[src/rtl/inst_queue_pkg.sv]
// +--------------------------------------------------------------------------+
// | inst_queue_pkg : shared constants and entry layout for the inst queue    |
// | Revision       : 1.0                                                     |
// +--------------------------------------------------------------------------+
`default_nettype none

package inst_queue_pkg;

  localparam int IQ_DEPTH   = 8;
  localparam int IQ_ENTRY_W = 65;

  typedef struct packed {
    logic        adel;
    logic [31:0] pc;
    logic [31:0] inst;
  } iq_entry_t;

endpackage

`default_nettype wire

[src/rtl/iq_ram.sv]
// +--------------------------------------------------------------------------+
// | iq_ram   : DEPTH x W register array, one write port, async read port     |
// | Revision : 1.0                                                           |
// +--------------------------------------------------------------------------+
`default_nettype none

module iq_ram #(
  parameter int DEPTH = 8,
  parameter int AW    = 3,
  parameter int W     = 65
) (
  input  logic          clk,
  input  logic          i_we,
  input  logic [AW-1:0] i_waddr,
  input  logic [W-1:0]  i_wdata,
  input  logic [AW-1:0] i_raddr,
  output logic [W-1:0]  o_rdata
);

  logic [W-1:0] r_mem [DEPTH];

  always_ff @(posedge clk) begin
    if (i_we) begin
      r_mem[i_waddr] <= i_wdata;
    end
  end

  assign o_rdata = r_mem[i_raddr];

endmodule

`default_nettype wire

[src/rtl/inst_queue.sv]
// +--------------------------------------------------------------------------+
// | inst_queue : fetch-side instruction FIFO, flushed on redirect            |
// |              Optional macro IQ_BYPASS_EN: empty-queue comb pass-through  |
// | Revision   : 1.0                                                         |
// +--------------------------------------------------------------------------+
`default_nettype none

module inst_queue
  import inst_queue_pkg::*;
#(
  parameter int DEPTH = IQ_DEPTH,
  parameter int AW    = 3
) (
  input  logic        clk,
  input  logic        rst,
  input  logic        flush,
  input  logic        in_valid,
  output logic        in_ready,
  input  logic [31:0] in_pc,
  input  logic [31:0] in_inst,
  input  logic        in_adel,
  output logic        out_valid,
  input  logic        out_ready,
  output logic [31:0] out_pc,
  output logic [31:0] out_inst,
  output logic        out_adel,
  output logic [AW:0] count
);

  localparam logic [AW:0] c_PTR_ONE = {{AW{1'b0}}, 1'b1};

  logic [AW:0] r_wr_ptr;
  logic [AW:0] r_rd_ptr;
  logic        r_written;

  logic        w_empty;
  logic        w_full;
  logic        w_clear;
  logic        w_bypass;
  logic        w_push;
  logic        w_pop;
  iq_entry_t   w_wdata;
  iq_entry_t   w_rdata;
  iq_entry_t   w_out;

  assign w_empty  = (r_wr_ptr == r_rd_ptr);
  assign w_full   = (r_wr_ptr[AW-1:0] == r_rd_ptr[AW-1:0]) && (r_wr_ptr[AW] != r_rd_ptr[AW]);
  assign w_clear  = rst | flush;
  assign in_ready = !w_full;

`ifdef IQ_BYPASS_EN
  assign w_bypass = w_empty && in_valid && !flush;
`else
  assign w_bypass = 1'b0;
`endif

  // A bypassed entry taken by decode in the same cycle never enters storage.
  assign w_push = in_valid && in_ready && !w_clear && !(w_bypass && out_ready);
  assign w_pop  = !w_empty && out_ready && !w_clear;

  assign w_wdata = '{adel: in_adel, pc: in_pc, inst: in_inst};

  iq_ram #(
    .DEPTH (DEPTH),
    .AW    (AW),
    .W     (IQ_ENTRY_W)
  ) u_ram (
    .clk     (clk),
    .i_we    (w_push),
    .i_waddr (r_wr_ptr[AW-1:0]),
    .i_wdata (w_wdata),
    .i_raddr (r_rd_ptr[AW-1:0]),
    .o_rdata (w_rdata)
  );

  always_ff @(posedge clk) begin
    if (w_clear) begin
      r_wr_ptr <= '0;
      r_rd_ptr <= '0;
    end else begin
      if (w_push) r_wr_ptr <= r_wr_ptr + c_PTR_ONE;
      if (w_pop)  r_rd_ptr <= r_rd_ptr + c_PTR_ONE;
    end
  end

  // Masks the uninitialised array until something has been stored.
  always_ff @(posedge clk) begin
    if (rst) begin
      r_written <= 1'b0;
    end else if (w_push) begin
      r_written <= 1'b1;
    end
  end

  always_comb begin
    w_out = '0;
    if (w_bypass) begin
      w_out = w_wdata;
    end else if (r_written) begin
      w_out = w_rdata;
    end
  end

  assign out_valid = !w_empty || w_bypass;
  assign out_pc    = w_out.pc;
  assign out_inst  = w_out.inst;
  assign out_adel  = w_out.adel;
  assign count     = r_wr_ptr - r_rd_ptr;

endmodule

`default_nettype wire

[config.mk]
export PLATFORM = sky130hd
export DESIGN_NAME = inst_queue
export DESIGN_NICKNAME = d
export VERILOG_FILES = /design/src/rtl/inst_queue_pkg.sv /design/src/rtl/iq_ram.sv /design/src/rtl/inst_queue.sv
export SDC_FILE = /design/constraint.sdc
export NUM_CORES = 1
export LEC_CHECK = 0
export CORE_ASPECT_RATIO = 2
export CORE_MARGIN = 2
export CORE_UTILIZATION = 35
export DETAILED_ROUTE_END_ITERATION = 7
export HOLD_SLACK_MARGIN = 0.08
export PLACE_DENSITY_LB_ADDON = 0.15
export SYNTH_ARGS = -nofsm -noshare
export SYNTH_HDL_FRONTEND = slang
export SYNTH_SLANG_ARGS = --single-unit
[constraint.sdc]
create_clock -name clk -period 22.5 [get_ports clk]
set_input_delay 2.25 -clock clk [delete_from_list [all_inputs] [get_ports clk]]
set_output_delay 2.25 -clock clk [all_outputs]
set_load 0.01 [all_outputs]
==> results.json, run 1 <==
{
  "crit_type": "flop to output pin",
  "synth_nets": 919,
  "synth_area_per_cell_sq_um": 23.78,
  "track_usage_pct": 15.19,
  "final_common_cell": "edfxtp_1",
  "grt_pass1_vias": 10230,
  "cp.depth": 4,
  "rsz0062_at_grt": "false",
  "finalCritPeriodShare_pct": 26.78,
  "cts_setup_buffers": 0,
  "critical-path-max-stage-delay_ns": 0.91,
  "hpwl_um": 22960,
  "chipWidth_um": 173.2,
  "crit_buf_inv": 2,
  "cp_slowest_cell": "buf_4",
  "overflow": 0,
  "rr_startpoint": "r_wr_ptr[0]$_SDFFE_PP0P_",
  "crit_required_ns": 20.25,
  "viasPerCell": 5.034,
  "endpoint": "out_inst[10]",
  "placed_cell_area_sq_um": 22370,
  "end_kind": "output pin",
  "fin_area_sq_um": 23760,
  "r2r_slack_ns": 18.86,
  "crit_fanout": 49,
  "start_util_pct": 35.20,
  "final.min_clock_period_ns": 6.026,
  "finalNetCount": 1084,
  "clkSlewWorstSetupHoldPaths_ns": 0.06,
  "irDropWorstVdd_v": 0.00004549,
  "clockBufferDepth": 3,
  "cellLeakagePower_nw": 7.176,
  "io_pins": 141,
  "ant_nets": 0,
  "status": "finished clean",
  "worst_pin_slew_ns": 1.145,
  "place_inst": 1715,
  "synth_top_area_share_pct": 77.91,
  "die_area_sq_um": 59310,
  "ys_warn_count": 0,
  "grt_start_max_net_pins": 66,
  "hold_class": "flop to flop",
  "tns_ns": 0,
  "max_cap_viol_count": 0,
  "core_area_sq_um": 56940,
  "hold_violations": 0,
  "syn_area_sq_um": 20040,
  "htree_levels": 2,
  "crit_family": "buffers and inverters",
  "cts_resized": 0,
  "clk_latency_ns": 0.58,
  "cts_tree": "done",
  "die_y_um": 342.4,
  "rows": 124,
  "worstPathCellList": "buf_4 -> mux4_2 -> a22o_1 -> clkdlybuf4s50_1",
  "initialDrtViolationCount": 655,
  "final_cells": 1795,
  "yosysUniqueCellTypes": 33,
  "min_from": "r_rd_ptr[3]$_SDFFE_PP0P_",
  "antenna_found_initial": 1,
  "setup_viol": 0,
  "reg2regPathDepth": 7,
  "vias": 9036,
  "critPathLaunchType": "flop",
  "utilization_pct": 41.73,
  "drc": 0,
  "ys_top_cells_by_area": "edfxtp_1, mux4_2, a22o_1",
  "seq_area_frac_synth_pct": 79.11,
  "ys_ff_latch": 532,
  "async_flop_share_pct": 0,
  "slew_viol_final": 0,
  "cts-root-buf": "clkbuf_16",
  "cts.sinks": 532,
  "fill_cells": 4991,
  "syn_to_final_growth_pct": 18.55,
  "cts_made_buffers": 47,
  "ctsHoldBuffers": 0,
  "ys.flop_type": "edfxtp_1",
  "finClkSkew_ns": 0.01444,
  "wl_per_cell_um": 24.78,
  "layout-drive-gt1-share_pct": 21.46,
  "relSlewSlack_pct": 23.66,
  "synth_cells": 843,
  "grt_pass1_wl_um": 66060,
  "r2r-end": "u_ram.r_mem[5][27]$_DFFE_PP_",
  "max_freq_mhz": 165.9,
  "holdWs_ns": 0.5979,
  "synth-edff-count": 520,
  "crit_arrival_ns": 3.78,
  "place.gp.congestion": 0.6933,
  "port-buffer-count": 140,
  "yosys.area.top_type": "edfxtp_1",
  "wirelength_um": 44480,
  "diodes": 0,
  "first_pass_iters": 5,
  "powerDensity_nw_per_um2": 80.74,
  "mostFrequentLayoutCells": "edfxtp_1, clkdlybuf4s50_1, mux4_2, a22o_1, clkbuf_16"
}
synth_stat cells, types with 2 or more instances:
| cell type | n |
|---|---|
| buf_4 | 3 |
| inv_1 | 8 |
| edfxtp_1 | 520 |
| a22o_1 | 65 |
| nand3_1 | 4 |
| o21ai_0 | 6 |
| ha_1 | 5 |
| xor2_1 | 4 |
| xnor2_1 | 4 |
| a21oi_1 | 2 |
| buf_1 | 2 |
| nor2_1 | 12 |
| buf_6 | 8 |
| o211ai_1 | 2 |
| nor3_1 | 4 |
| buf_2 | 6 |
| clkbuf_1 | 26 |
| nand2_1 | 7 |
| dfxtp_1 | 12 |
| mux4_2 | 130 |
metrics by stage:
stage / setup slack [ns] / total power, mW
2_1_floorplan: 12.96 / 1.145
3_3_place_gp: 16.84 / 1.188
3_5_place_dp: 16.82 / 1.189
4_1_cts: 16.21 / 1.948
5_1_grt: 16.08 / 1.981
6_report: 16.47 / 1.918
layer usage:
layer	vias up	share of wire (%)	global-route usage [%]
li1	3930	-	-
met5	-	0.029	0
met2	199	53	27.34
met1	4847	41	18.68
met4	2	2.2	4.396
met3	58	4.1	2.730
worst register-to-register path, delay by kind of cell (launching register included):
kind | cells | cell delay (ns)
AO/OA/AOI/OAI | 1 | 0.21
adder cells (fa/ha/maj) | 1 | 0.33
buffers and inverters | 2 | 0.92
flip-flops | 1 | 0.53
AND/OR/NAND/NOR | 3 | 1.22
state kept, by name, indices dropped and copies added (netlist names), named ones only:
name         cells
u_ram.r_mem    520
r_rd_ptr         4
r_written        1
r_wr_ptr         4
worst min-delay path by stage:
stage,cells past startpoint,end,slack (ns)
6_report,2,r_rd_ptr[3]$_SDFFE_PP0P_,0.60
5_1_grt,2,r_written$_SDFFE_PP0P_,0.63
4_1_cts,2,r_rd_ptr[3]$_SDFFE_PP0P_,0.60
2_1_floorplan,2,r_written$_SDFFE_PP0P_,0.46
3_3_place_gp,2,r_rd_ptr[3]$_SDFFE_PP0P_,0.59
3_5_place_dp,2,r_rd_ptr[3]$_SDFFE_PP0P_,0.59
report_power, final:
group | leakage, nW | internal (mW) | switching (mW)
sequential | 4.78 | 1.09 | 0.00241
clock | 0.683 | 0.413 | 0.339
combinational | 1.71 | 0.0354 | 0.0364
total | 7.18 | 1.54 | 0.378
area by class of cell:
class	count	area (sq um)	share of cell area, %
repair buffers	161	1559	6.561
multi-input cells	258	3968	16.70
clock inverters	17	96.34	0.4055
well taps	756	945.9	3.981
flip-flops and latches	532	15860	66.76
clock buffers	63	1299	5.466
inverters	8	30.03	0.1264
kinds of logic (layout without fill, tap and decap cells):
kind of cell,Yosys count,count (layout),synth area share [%]
AO/OA/AOI/OAI,79,79,3.284
XOR/XNOR,9,9,0.4307
adder cells (fa/ha/maj),6,6,0.4120
buffers and inverters,53,249,1.386
flip-flops,532,532,79.11
multiplexers,130,130,14.61
AND/OR/NAND/NOR,34,34,0.7742
No activity file was read; power rests on OpenSTA's default activity.
==> inputs of run 2 (changes only) <==
- clock period: 22.5 -> 5.8 ns (I/O delays scaled with it)
==> results.json, run 2 (same netlist as run 1, synthesis figures left out) <==
{
  "final_cells": 1798,
  "met1_length_um": 17690,
  "reg2regPathDepth": 7,
  "rows": 124,
  "cellLeakagePower_nw": 7.206,
  "grt_pass1_vias": 10250,
  "finalCritPeriodShare_pct": 67.41,
  "wirelength_um": 44800,
  "hold_depth": 2,
  "top_layer": "met5",
  "critPathLaunchType": "flop",
  "pre_cts_slack_ns": 2.285,
  "crit_type": "flop to output pin",
  "top_register": "u_ram.r_mem",
  "largestRegisters": "u_ram.r_mem: 520 flops, r_rd_ptr: 4 flops, r_wr_ptr: 4 flops",
  "setup_viol": 0,
  "powerDensity_nw_per_um2": 315.1,
  "setup_ws_ns": 1.890,
  "cts_made_buffers": 47,
  "max_freq_mhz": 255.8,
  "initialDrtViolationCount": 670,
  "viasPerCell": 5.027,
  "io_pins": 141,
  "status": "finished clean",
  "core_area_sq_um": 56940,
  "route.met3.wl_um": 1746,
  "fill_cells": 5018,
  "first_pass_iters": 5,
  "layout-drive-gt1-share_pct": 21.92,
  "drc": 0,
  "end_kind": "output pin",
  "grt_pass1_wl_um": 66970,
  "seq_area_sq_um": 15860,
  "mostFrequentLayoutCells": "edfxtp_1, clkdlybuf4s50_1, mux4_2, a22o_1, clkbuf_16",
  "cp_slowest_cell": "dfxtp_4",
  "critical-path-max-stage-delay_ns": 0.86,
  "cts-root-buf": "clkbuf_16",
  "ctsHoldBuffers": 0,
  "place_inst": 1714,
  "cp.depth": 4,
  "rsz0062_at_grt": "false",
  "clkSlewWorstSetupHoldPaths_ns": 0.06,
  "worst_pin_slew_ns": 0.8247,
  "largest_reg_flops": 520,
  "crit_arrival_ns": 3.33,
  "crit_family": "buffers and inverters",
  "port-buffer-count": 140,
  "clockBufferDepth": 3,
  "track_usage_pct": 15.27,
  "grt_start_max_net_pins": 83,
  "wl_per_cell_um": 24.92,
  "crit_required_ns": 5.22,
  "cts_setup_buffers": 0,
  "clk_latency_ns": 0.56,
  "tns_ns": 0,
  "vias": 9039,
  "final_common_cell": "edfxtp_1",
  "worstPathCellList": "buf_4 -> mux4_2 -> a22o_1 -> clkdlybuf4s50_1",
  "ant_nets": 0,
  "syn_to_final_growth_pct": 19.25,
  "start_util_pct": 35.20,
  "max_cap_viol_count": 0,
  "relSlewSlack_pct": 45.02,
  "irDropWorstVdd_v": 0.0001683,
  "multiInputGateArea_sq_um": 3983,
  "hold_violations": 0,
  "met2_length_um": 24240,
  "cts_tree": "done",
  "cts_resized": 0,
  "die_y_um": 342.4,
  "cts.sinks": 532,
  "place.gp.congestion": 0.7078,
  "slew_viol_final": 0,
  "antenna_found_initial": 7,
  "crit_buf_inv": 2,
  "chipWidth_um": 173.2,
  "hpwl_um": 24360,
  "overflow": 0,
  "final.min_clock_period_ns": 3.910,
  "die_area_sq_um": 59310,
  "finClkSkew_ns": 0.006600,
  "htree_levels": 2,
  "finalNetCount": 1083,
  "hold_class": "flop to flop",
  "crit_fanout": 37
}
==> run 2: cell types whose count changed in the layout (fill, tap and decap cells not counted), sizes merged <==
cell / previous run / this run
diode: 0 / 2
buf: 21 / 20
bufinv: 1 / 2
clkbuf: 63 / 65
clkinvlp: 0 / 1
clkinv: 16 / 14
==> run 2: layout make-up <==
| type | count | share of cell area, % |
|---|---|---|
| Clock buffer | 65 | 5.465 |
| Timing Repair Buffer | 160 | 6.805 |
| Clock inverter | 17 | 0.5968 |
| Tap cell | 756 | 3.957 |
| Inverter | 8 | 0.1256 |
| Antenna cell | 2 | 0.02094 |
| Sequential cell | 532 | 66.37 |
| Multi-Input combinational cell | 258 | 16.66 |
==> run 2: stage by stage <==
| step | power (mW) | hold slack [ns] | util, % | area (sq um) |
|---|---|---|---|---|
| after global placement | 4.617 | 0.5675 | 39.42 | 22450 |
| after detailed placement | 4.621 | 0.5373 | 39.42 | 22450 |
| after CTS | 7.639 | 0.5462 | 41.97 | 23900 |
| after global routing | 7.789 | 0.5797 | 41.97 | 23900 |
| final | 7.532 | 0.5484 | 41.98 | 23900 |
| after floorplan | 4.440 | 0.4566 | - | 20050 |
==> run 2: tightest hold or removal path: cells and delay by family, from the launching register on <==
kind / cells / cell delay (ns)
AO/OA/AOI/OAI: 1 / 0.09
flip-flops: 1 / 0.30
buffers and inverters: 1 / 0.10
==> run 2: path summary, 6_finish.rpt <==
kind	startpoint	to	slack (ns)
worst min register to register	r_written$_SDFFE_PP0P_	r_written$_SDFFE_PP0P_	0.55
worst min-delay path	r_written$_SDFFE_PP0P_	r_written$_SDFFE_PP0P_	0.55
worst max-delay path	flop	out_pc[13]	1.89
worst max register to register	r_wr_ptr[0]$_SDFFE_PP0P_	u_ram.r_mem[1][39]$_DFFE_PP_	2.48
==> run 2: power breakdown <==
group	switching [mW]	internal (mW)
registers	0.00971	4.24
clock network	1.34	1.66
logic	0.146	0.139
==> run 2: per-layer routing <==
metal  track usage [%]  vias up
li1                  -     3933
met1             18.17     4835
met2             27.99      192
met3             2.741       67
met4             4.749       12
met5                 0        -
==> inputs of run 3 (changes only) <==
- clock period: 5.8 -> 3.65 ns (I/O delays scaled with it)
==> results.json, run 3 (same netlist as run 1, synthesis figures left out) <==
{
  "crit_arrival_ns": 2.79,
  "max_freq_mhz": 316.5,
  "irDropWorstVdd_v": 0.0004076,
  "syn_to_final_growth_pct": 20.88,
  "critPathLaunchType": "flop",
  "r2r-end": "u_ram.r_mem[3][37]$_DFFE_PP_",
  "seqPwrFrac_pct": 56.7,
  "io_pins": 141,
  "sw_frac_of_total_pct": 20.06,
  "wl_per_cell_um": 25.18,
  "clkSlewWorstSetupHoldPaths_ns": 0.07,
  "cts-root-buf": "clkbuf_16",
  "reg2regPathDepth": 7,
  "p_clk_share_pct": 39.3,
  "grt_pass1_wl_um": 67670,
  "die_y_um": 342.4,
  "utilization_pct": 42.55,
  "worst_pin_slew_ns": 0.7575,
  "min_from": "rst",
  "top_register": "u_ram.r_mem",
  "antenna_found_initial": 4,
  "layout-drive-gt1-share_pct": 23.58,
  "hold_class": "input port to flop",
  "track_usage_pct": 15.49,
  "holdPathEnd": "r_written$_SDFFE_PP0P_",
  "placed_cell_area_sq_um": 22830,
  "final_cells": 1812,
  "max_cap_viol_count": 0,
  "place_inst": 1733,
  "core_area_sq_um": 56940,
  "rsz0062_at_grt": "false",
  "final.min_clock_period_ns": 3.160,
  "cts_made_buffers": 47,
  "start_util_pct": 35.20,
  "htree_levels": 2,
  "rr_startpoint": "r_wr_ptr[0]$_SDFFE_PP0P_",
  "hpwl_um": 26500,
  "crit_required_ns": 3.28,
  "die_area_sq_um": 59310,
  "status": "finished clean",
  "ctsHoldBuffers": 0,
  "finalCritPeriodShare_pct": 86.57,
  "largest_reg_flops": 520,
  "final_common_cell": "edfxtp_1",
  "rows": 124,
  "vias": 9207,
  "drc": 0,
  "power.share.combinational_pct": 4.0,
  "grt_start_max_net_pins": 66,
  "powerDensity_nw_per_um2": 490.9,
  "relSlewSlack_pct": 49.38,
  "ant_nets": 0,
  "cts_resized": 0,
  "cellLeakagePower_nw": 7.343,
  "wirelength_um": 45620,
  "place.gp.congestion": 0.7519,
  "initialDrtViolationCount": 546,
  "p_switching_mw": 2.386,
  "cts.sinks": 532,
  "slew_viol_final": 0,
  "cts_tree": "done",
  "r2r_slack_ns": 0.77,
  "finalNetCount": 1102,
  "crit_fanout": 23,
  "diodes": 0,
  "port-buffer-count": 140,
  "chipWidth_um": 173.2,
  "hold_depth": 2,
  "largestRegisters": "u_ram.r_mem: 520 flops, r_rd_ptr: 4 flops, r_wr_ptr: 4 flops",
  "crit_type": "flop to output pin",
  "setup_viol": 0,
  "grt_pass1_vias": 10240,
  "clockBufferDepth": 3,
  "internal_power_mw": 9.507,
  "tns_ns": 0,
  "hold_violations": 0,
  "fin_area_sq_um": 24230,
  "clk_latency_ns": 0.58,
  "mostFrequentLayoutCells": "edfxtp_1, clkdlybuf4s50_1, mux4_2, a22o_1, clkbuf_16",
  "finClkSkew_ns": 0.01198,
  "end_kind": "output pin",
  "first_pass_iters": 4,
  "overflow": 0,
  "cts_setup_buffers": 0,
  "viasPerCell": 5.081
}
==> run 3: cell count changes in the layout (fill, tap and decap cells not counted), moves of 4 or more <==
cell | previous run | this run
clkbuf_1 | 14 | 9
buf_4 | 14 | 18
buf_12 | 6 | 21
clkinv_1 | 5 | 9
==> run 3: critical path, stage by stage, from the launching register on <==
cell and delay [ns]:
dfxtp_4 0.64, buf_4 0.42, mux4_2 0.36, a22o_1 0.29
clkdlybuf4s50_1 0.49
==> run 3: worst max-delay path by stage <==
stage	start	slack (ns)	cells past startpoint	endpoint
after floorplan	r_wr_ptr[0]$_SDFFE_PP0P_	-0.40	6	u_ram.r_mem[2][0]$_DFFE_PP_
after global placement	rst	0.67	6	u_ram.r_mem[3][26]$_DFFE_PP_
after detailed placement	rst	0.65	6	u_ram.r_mem[3][40]$_DFFE_PP_
after CTS	flop	0.37	4	out_pc[23]
after global routing	flop	0.38	4	out_pc[23]
final	flop	0.49	4	out_inst[13]
==> run 3: routing by layer <==
layer	global-route usage, %	wire length [um]	vias up
li1	-	-	3966
met3	2.663	1709	56
met1	18.92	18350	4990
met2	28.20	24620	191
met5	0	24	-
met4	4.326	918	4
==> run 3: power groups by stage <==
stage,Sequential [mW],Clock [mW],Combinational (mW)
finish,6.74,4.67,0.478
floorplan,6.87,0,0.184
CTS,6.74,4.84,0.491
detailed placement,6.87,0,0.489
global route,6.74,5.03,0.516
global placement,6.87,0,0.485
==> run 3: stage by stage <==
step | setup slack, ns | total power, mW | hold slack [ns]
floorplan | -0.4046 | 7.058 | 0.4566
global placement | 0.6674 | 7.358 | 0.5633
detailed placement | 0.6475 | 7.364 | 0.5448
CTS | 0.3709 | 12.08 | 0.3832
global route | 0.3781 | 12.28 | 0.4228
finish | 0.4901 | 11.89 | 0.4173
==> run 3: layout make-up <==
cell class | instances | area [sq um]
Clock buffer | 57 | 1235
Clock inverter | 22 | 166.4
Fill cell | 4991 | 32710
Inverter | 8 | 30.03
Multi-Input combinational cell | 258 | 4029
Sequential cell | 532 | 15870
Tap cell | 756 | 945.9
Timing Repair Buffer | 179 | 1957
